## src/rtl/tone_divider.sv

```systemverilog
// tone_divider: preset-reload tone divider producing a speaker square wave.
// Ports: CLK, RST (sync, active-high), EN (prescaler tick), TONE (preset),
//        SPKS (square wave), FULL (reload pulse), NOTE_CHG, REST.
module tone_divider #(
  parameter int WIDTH = 11
) (
  input  logic             CLK,
  input  logic             RST,
  input  logic             EN,
  input  logic [WIDTH-1:0] TONE,
  output logic             SPKS,
  output logic             FULL,
  output logic             NOTE_CHG,
  output logic             REST
);

  localparam logic [WIDTH-1:0] MAXV = '1;
  localparam logic [WIDTH-1:0] ONE  = WIDTH'(1);

  logic [WIDTH-1:0] cnt_q, cnt_d;
  logic [WIDTH-1:0] tone_l_q, tone_l_d;
  logic             spks_q, spks_d;
  logic             full_q, full_d;
  logic             chg_q, chg_d;
  logic             rest_q, rest_d;
  logic             reload;
  logic             is_rest;

  assign reload  = EN && (cnt_q == MAXV);
  assign is_rest = (TONE == MAXV);

  always_comb begin
    cnt_d    = cnt_q;
    tone_l_d = tone_l_q;
    spks_d   = spks_q;
    full_d   = 1'b0;
    chg_d    = 1'b0;
    rest_d   = rest_q;
    if (reload) begin
      // TONE is only sampled here, so mid-period changes wait
      // for the current half-period to finish.
      cnt_d    = TONE;
      tone_l_d = TONE;
      full_d   = 1'b1;
      chg_d    = (TONE != tone_l_q);
      rest_d   = is_rest;
      spks_d   = is_rest ? 1'b0 : ~spks_q;
    end else if (EN) begin
      // cnt_q < MAXV here, so the increment cannot wrap.
      cnt_d = cnt_q + ONE;
    end
  end

  always_ff @(posedge CLK) begin
    if (RST) begin
      // MAXV in the counter makes the first tick after release a reload.
      cnt_q    <= MAXV;
      tone_l_q <= MAXV;
      spks_q   <= 1'b0;
      full_q   <= 1'b0;
      chg_q    <= 1'b0;
      rest_q   <= 1'b1;
    end else begin
      cnt_q    <= cnt_d;
      tone_l_q <= tone_l_d;
      spks_q   <= spks_d;
      full_q   <= full_d;
      chg_q    <= chg_d;
      rest_q   <= rest_d;
    end
  end

  assign SPKS     = spks_q;
  assign FULL     = full_q;
  assign NOTE_CHG = chg_q;
  assign REST     = rest_q;

endmodule

```

## config.mk

```make
export PLATFORM = sky130hd
export DESIGN_NAME = tone_divider
export DESIGN_NICKNAME = d
export VERILOG_FILES = /design/src/rtl/tone_divider.sv
export SDC_FILE = /design/constraint.sdc
export NUM_CORES = 1
export LEC_CHECK = 0
export CORE_AREA = 2 2 51 53
export CTS_CLUSTER_SIZE = 24
export DETAILED_ROUTE_END_ITERATION = 10
export DIE_AREA = 0 0 53 55
export PLACE_DENSITY = 0.81
export SYNTH_ARGS = -nofsm -noshare
export SYNTH_HDL_FRONTEND = slang
export SYNTH_SLANG_ARGS = --single-unit
```

## constraint.sdc

```tcl
create_clock -name CLK -period 3.86 [get_ports CLK]
set_clock_uncertainty 0.05 [all_clocks]
set_input_delay 0.579 -clock CLK [delete_from_list [all_inputs] [get_ports CLK]]
set_output_delay 0.579 -clock CLK [all_outputs]
set_load 0.01 [all_outputs]
```

; ---- Yosys cells after proc, flatten, opt, wreduce, memory -nomap -nowiden
; Cells that the tools add are included.
; Widths: inputs -> output; s select.
[totals]
mem_bits_rw = 0
latchBits = 0
ff_bits = 26
mem_bits_ro = 0
memories = 0
output_inout_bits = 4
[classes]
magnitude_cmp = 0
reduce_logical = 3
bitwise_logic = 2
add_sub_neg = 1
shift = 0
div = 0
n_mul = 0
mux = 4
eq_ne = 3
[ops]
columns = operator, count
row1 = $eq 11x11->1 const B, 2
row2 = $mux 11, 2
row3 = $add 11x1->11 const B, 1
row4 = $ne 11x11->1, 1
row5 = $mux 1, 2
row6 = $not 1->1, 2
row7 = $reduce_bool 2->1, 1
row8 = $reduce_or 2->1, 1
row9 = $logic_and 1x1->1, 1

; ---- Logic depth before layout (Yosys ltp)
[logic_depth]
word_depth = 4
mapped_depth = 7

; ---- Worst setup path before layout
; OpenSTA, ideal clock, no wires.
[synth_path]
path_kind = input to register
start = input port EN
end = register tone_l_q[9]
path_stages = 5
path_slack_ns = 2.174
t_arrival_ns = 1.516
path_buffers = 2
cell_sequence = and2_1 > and4_1 > buf_4 > buf_6 > a211o_1
[synth_via]
elab_chain_cells = 1
[synth_rtl]
columns = item, line
row1 = from (decl), 9  ; input logic EN,
row2 = $logic_and 1x1->1, 29  ; assign reload = EN && (cnt_q == MAXV);
row3 = to (signal assigned), 65  ; tone_l_q <= tone_l_d;
row4 = to (decl), 21  ; logic [WIDTH-1:0] tone_l_q, tone_l_d;
; Every way passes these cells.
; A chain may end at the register's enable or synchronous reset.

; ---- Worst setup path in the final report
; Ends and elaborated chain as after synthesis.

==> results.toml <==
[status]
outcome = "finished, final reports clean"

[synth]
synth.ff_latch_count = 26
synth_area_sq_um = 1300
synthMuxAreaShare = 0.0203
yosys_warnings = 0
yosys.area_share.simple = 0.314
synth_compound_area_frac = 0.131
avgSynthCellArea_sq_um = 8.89
synthAdderAreaFrac = 0.00964
synthesis.nets = 161
synth_top_family_by_area = "simple AND/OR/NAND/NOR gates"
synth_xor_area_frac = 0.0878
netlist-cell-type-count = 38
synth_cells = 146
ys_seq_area_frac = 0.401

[clocking]
cts_sinks = 26
cts.repair.resized = 0
cts_tree = "built"
cts_buffer_depth = 2
cts_root_buffer = "clkbuf_4"
hold_buffers = 0
clk_latency_ps = 330
numCtsBuffers = 3
post_cts_buffers = 0
h-tree-depth = 1
clk_pin_slew_worst_paths_ps = 140

[timing]
final_hold_viol_count = 0
fin_ws_ps = 1470
timing.hold.ws_ps = 418
timing.slew.headroom = 0.353
period_share = 0.618
setup_violations = 0
rsz0062_at_grt = "false"
clock.fmax_mhz = 419
setup_tns_ps = 0
slew_violations = 0
worst_slew_pin_slew_ps = 968
period_needed_ps = 2390

[drt]
routed_wl_mm = 2.77
drc = 0
vias = 1092
via_per_inst = 5.75
drt_iter0_markers = 26
routedWlPerCell_microns = 14.6
ant_nets = 0
firstDrtPassIters = 4

[global_routing]
grt_pass1_wl_mm = 4.63
grt_max_degree = 28
antenna_found_initial = 0
overflow = 0
grt_usage = 0.219
first_global_vias = 1050

[power_and_ir_drop]
p_leak_nw = 0.565
ir_drop_v = 0.000374
power_density_nw_per_um2 = 646
finalPower_uw = 970

[cells_and_area]
fillers = 207
drive_gt1_frac = 0.106
area_delta_synth_final_pct = 15.8
antennaDiodeCount = 0
nets = 176

[worst_setup_path]
r2r_start = "cnt_q[0]"
rrSetupSlack_ps = 1760
setup.worst_path.end_class = "register"
arrival_ps = 2570
crit_start = "EN"
setup.worst_path.start_class = "input pin"
cp_max_fo = 15
r2r_end = "tone_l_q[9]"
reg2reg_depth = 5
worstPathRequired_ps = 4040
path_class = "input pin to register"

[floorplanning]
die_w_microns = 53
initial_core_util = 0.549
die_y_microns = 55
die-area_sq_um = 2920
io_pins = 18
std_cell_rows = 18
core_sq_um = 2360

[job]
drv_cap = 0

[min_path]
min_from = "tone_l_q[0]"
hold_end = "tone_l_q[0]"
min_delay_path_depth = 2
min_path_type = "register to register"

[placed_design]
gp_congestion = 0.832
portBuffers = 17
hpwlAfterDp_mm = 1.99
dp_slack_ps = 1140
==> registers in the layout, summed over array words and instances (netlist names) <==
signal / flops
NOTE_CHG: 1
SPKS: 1
REST: 1
FULL: 1
tone_l_q: 11
cnt_q: 11
==> cell type report <==
type                            instances  area [sq um]  area share
Sequential cell                        26           520       0.346
Clock buffer                            4          36.3      0.0241
Inverter                                2          7.51     0.00500
Tap cell                               30          37.5      0.0250
Timing Repair Buffer                   17           170       0.113
Multi-Input combinational cell        111           731       0.486
==> report_power, final <==
part,switching [mW],internal (mW),leakage [nW],total (mW)
Sequential,0.0710,0.347,0.214,0.418
Clock,0.0827,0.0578,0.0210,0.140
Combinational,0.213,0.198,0.330,0.412
==> cells in the mapped netlist <==
cell type / number / area [sq um]
a211o_1: 3 / 26.3
a21oi_1: 8 / 40.0
a21oi_2: 4 / 35.0
a221o_1: 1 / 10.0
a311oi_1: 2 / 17.5
a31oi_1: 1 / 6.26
and2_1: 1 / 6.26
and3_1: 1 / 6.26
and4_1: 1 / 8.76
and4_4: 2 / 22.5
and4bb_2: 1 / 12.5
buf_2: 1 / 5.00
buf_4: 1 / 7.51
buf_6: 1 / 11.3
clkbuf_1: 4 / 15.0
dfxtp_1: 26 / 521
ha_1: 1 / 12.5
inv_1: 2 / 7.51
mux2_2: 1 / 11.3
mux2_4: 1 / 15.0
nand2_1: 24 / 90.1
nand2_2: 2 / 12.5
nand2b_1: 1 / 6.26
nand3_1: 6 / 30.0
nand3b_1: 2 / 15.0
nand4_1: 7 / 43.8
nand4_4: 2 / 42.5
nor2_1: 5 / 18.8
nor2b_1: 4 / 25.0
nor3_1: 9 / 45.0
nor3b_1: 1 / 7.51
nor4b_1: 1 / 8.76
o211ai_1: 2 / 15.0
o21ai_0: 1 / 5.00
o21bai_1: 1 / 7.51
o31ai_1: 1 / 7.51
or3_1: 1 / 6.26
xnor2_1: 13 / 114
==> logic make-up (layout without fill, tap and decap cells) <==
group	count (synthesis)	after routing
xor+xnor	13	13
flops	26	26
mux	2	2
buf+inv	9	23
fa+ha+maj	1	1
simple gates	71	71
compound gates	24	24
==> placed cells by master, fill, tap and decap left out <==
cell	netlist	layout
nor2b_1	4	4
nor2_1	5	5
dfxtp_1	26	26
and4_1	1	1
nand4_4	2	2
o21bai_1	1	1
clkbuf_4	0	3
xnor2_1	13	13
a21oi_1	8	8
inv_1	2	2
mux2_2	1	1
nand3b_1	2	2
a21oi_2	4	4
o21ai_0	1	1
a31oi_1	1	1
o31ai_1	1	1
nand4_1	7	7
a211o_1	3	3
mux2_4	1	1
nand3_1	6	6
nor3_1	9	9
clkdlybuf4s50_1	0	17
nor3b_1	1	1
and2_1	1	1
a311oi_1	2	2
or3_1	1	1
and3_1	1	1
a221o_1	1	1
ha_1	1	1
and4_4	2	2
clkbuf_8	0	1
o211ai_1	2	2
nand2_1	24	24
nor4b_1	1	1
nand2b_1	1	1
nand2_2	2	2
and4bb_2	1	1
==> per-layer routing <==
| metal | part of all wire | GRT usage | vias up |
|---|---|---|---|
| li1 | - | - | 551 |
| met1 | 0.47 | 0.297 | 510 |
| met2 | 0.47 | 0.348 | 27 |
| met3 | 0.043 | 0.0323 | 4 |
| met4 | 0.010 | 0.0940 | 0 |
| met5 | 0 | 0 | - |
==> critical path, cell delays in order <==
cell             delay (ps)
clkdlybuf4s50_1         690
and2_1                  330
and4_1                  600
nor2b_1                 100
a211o_1                 280
==> how the worst max path moves through the flow <==
stage	endpoint	slack (ps)	depth (start not counted)
3_3_place_gp	tone_l_q[10]	1220	5
6_report	tone_l_q[9]	1470	5
5_1_grt	cnt_q[1]	1340	5
4_1_cts	tone_l_q[9]	1490	5
3_5_place_dp	tone_l_q[10]	1140	5
2_1_floorplan	tone_l_q[9]	2170	5
==> metrics by stage <==
step,utilization,cells,cell area [sq um]
global route,0.635,190,1500
CTS,0.635,190,1500
global placement,0.620,186,1470
detailed placement,0.620,186,1470
floorplan,-,146,1300
finish,0.635,190,1500
No activity file was read; power rests on OpenSTA's default activity.
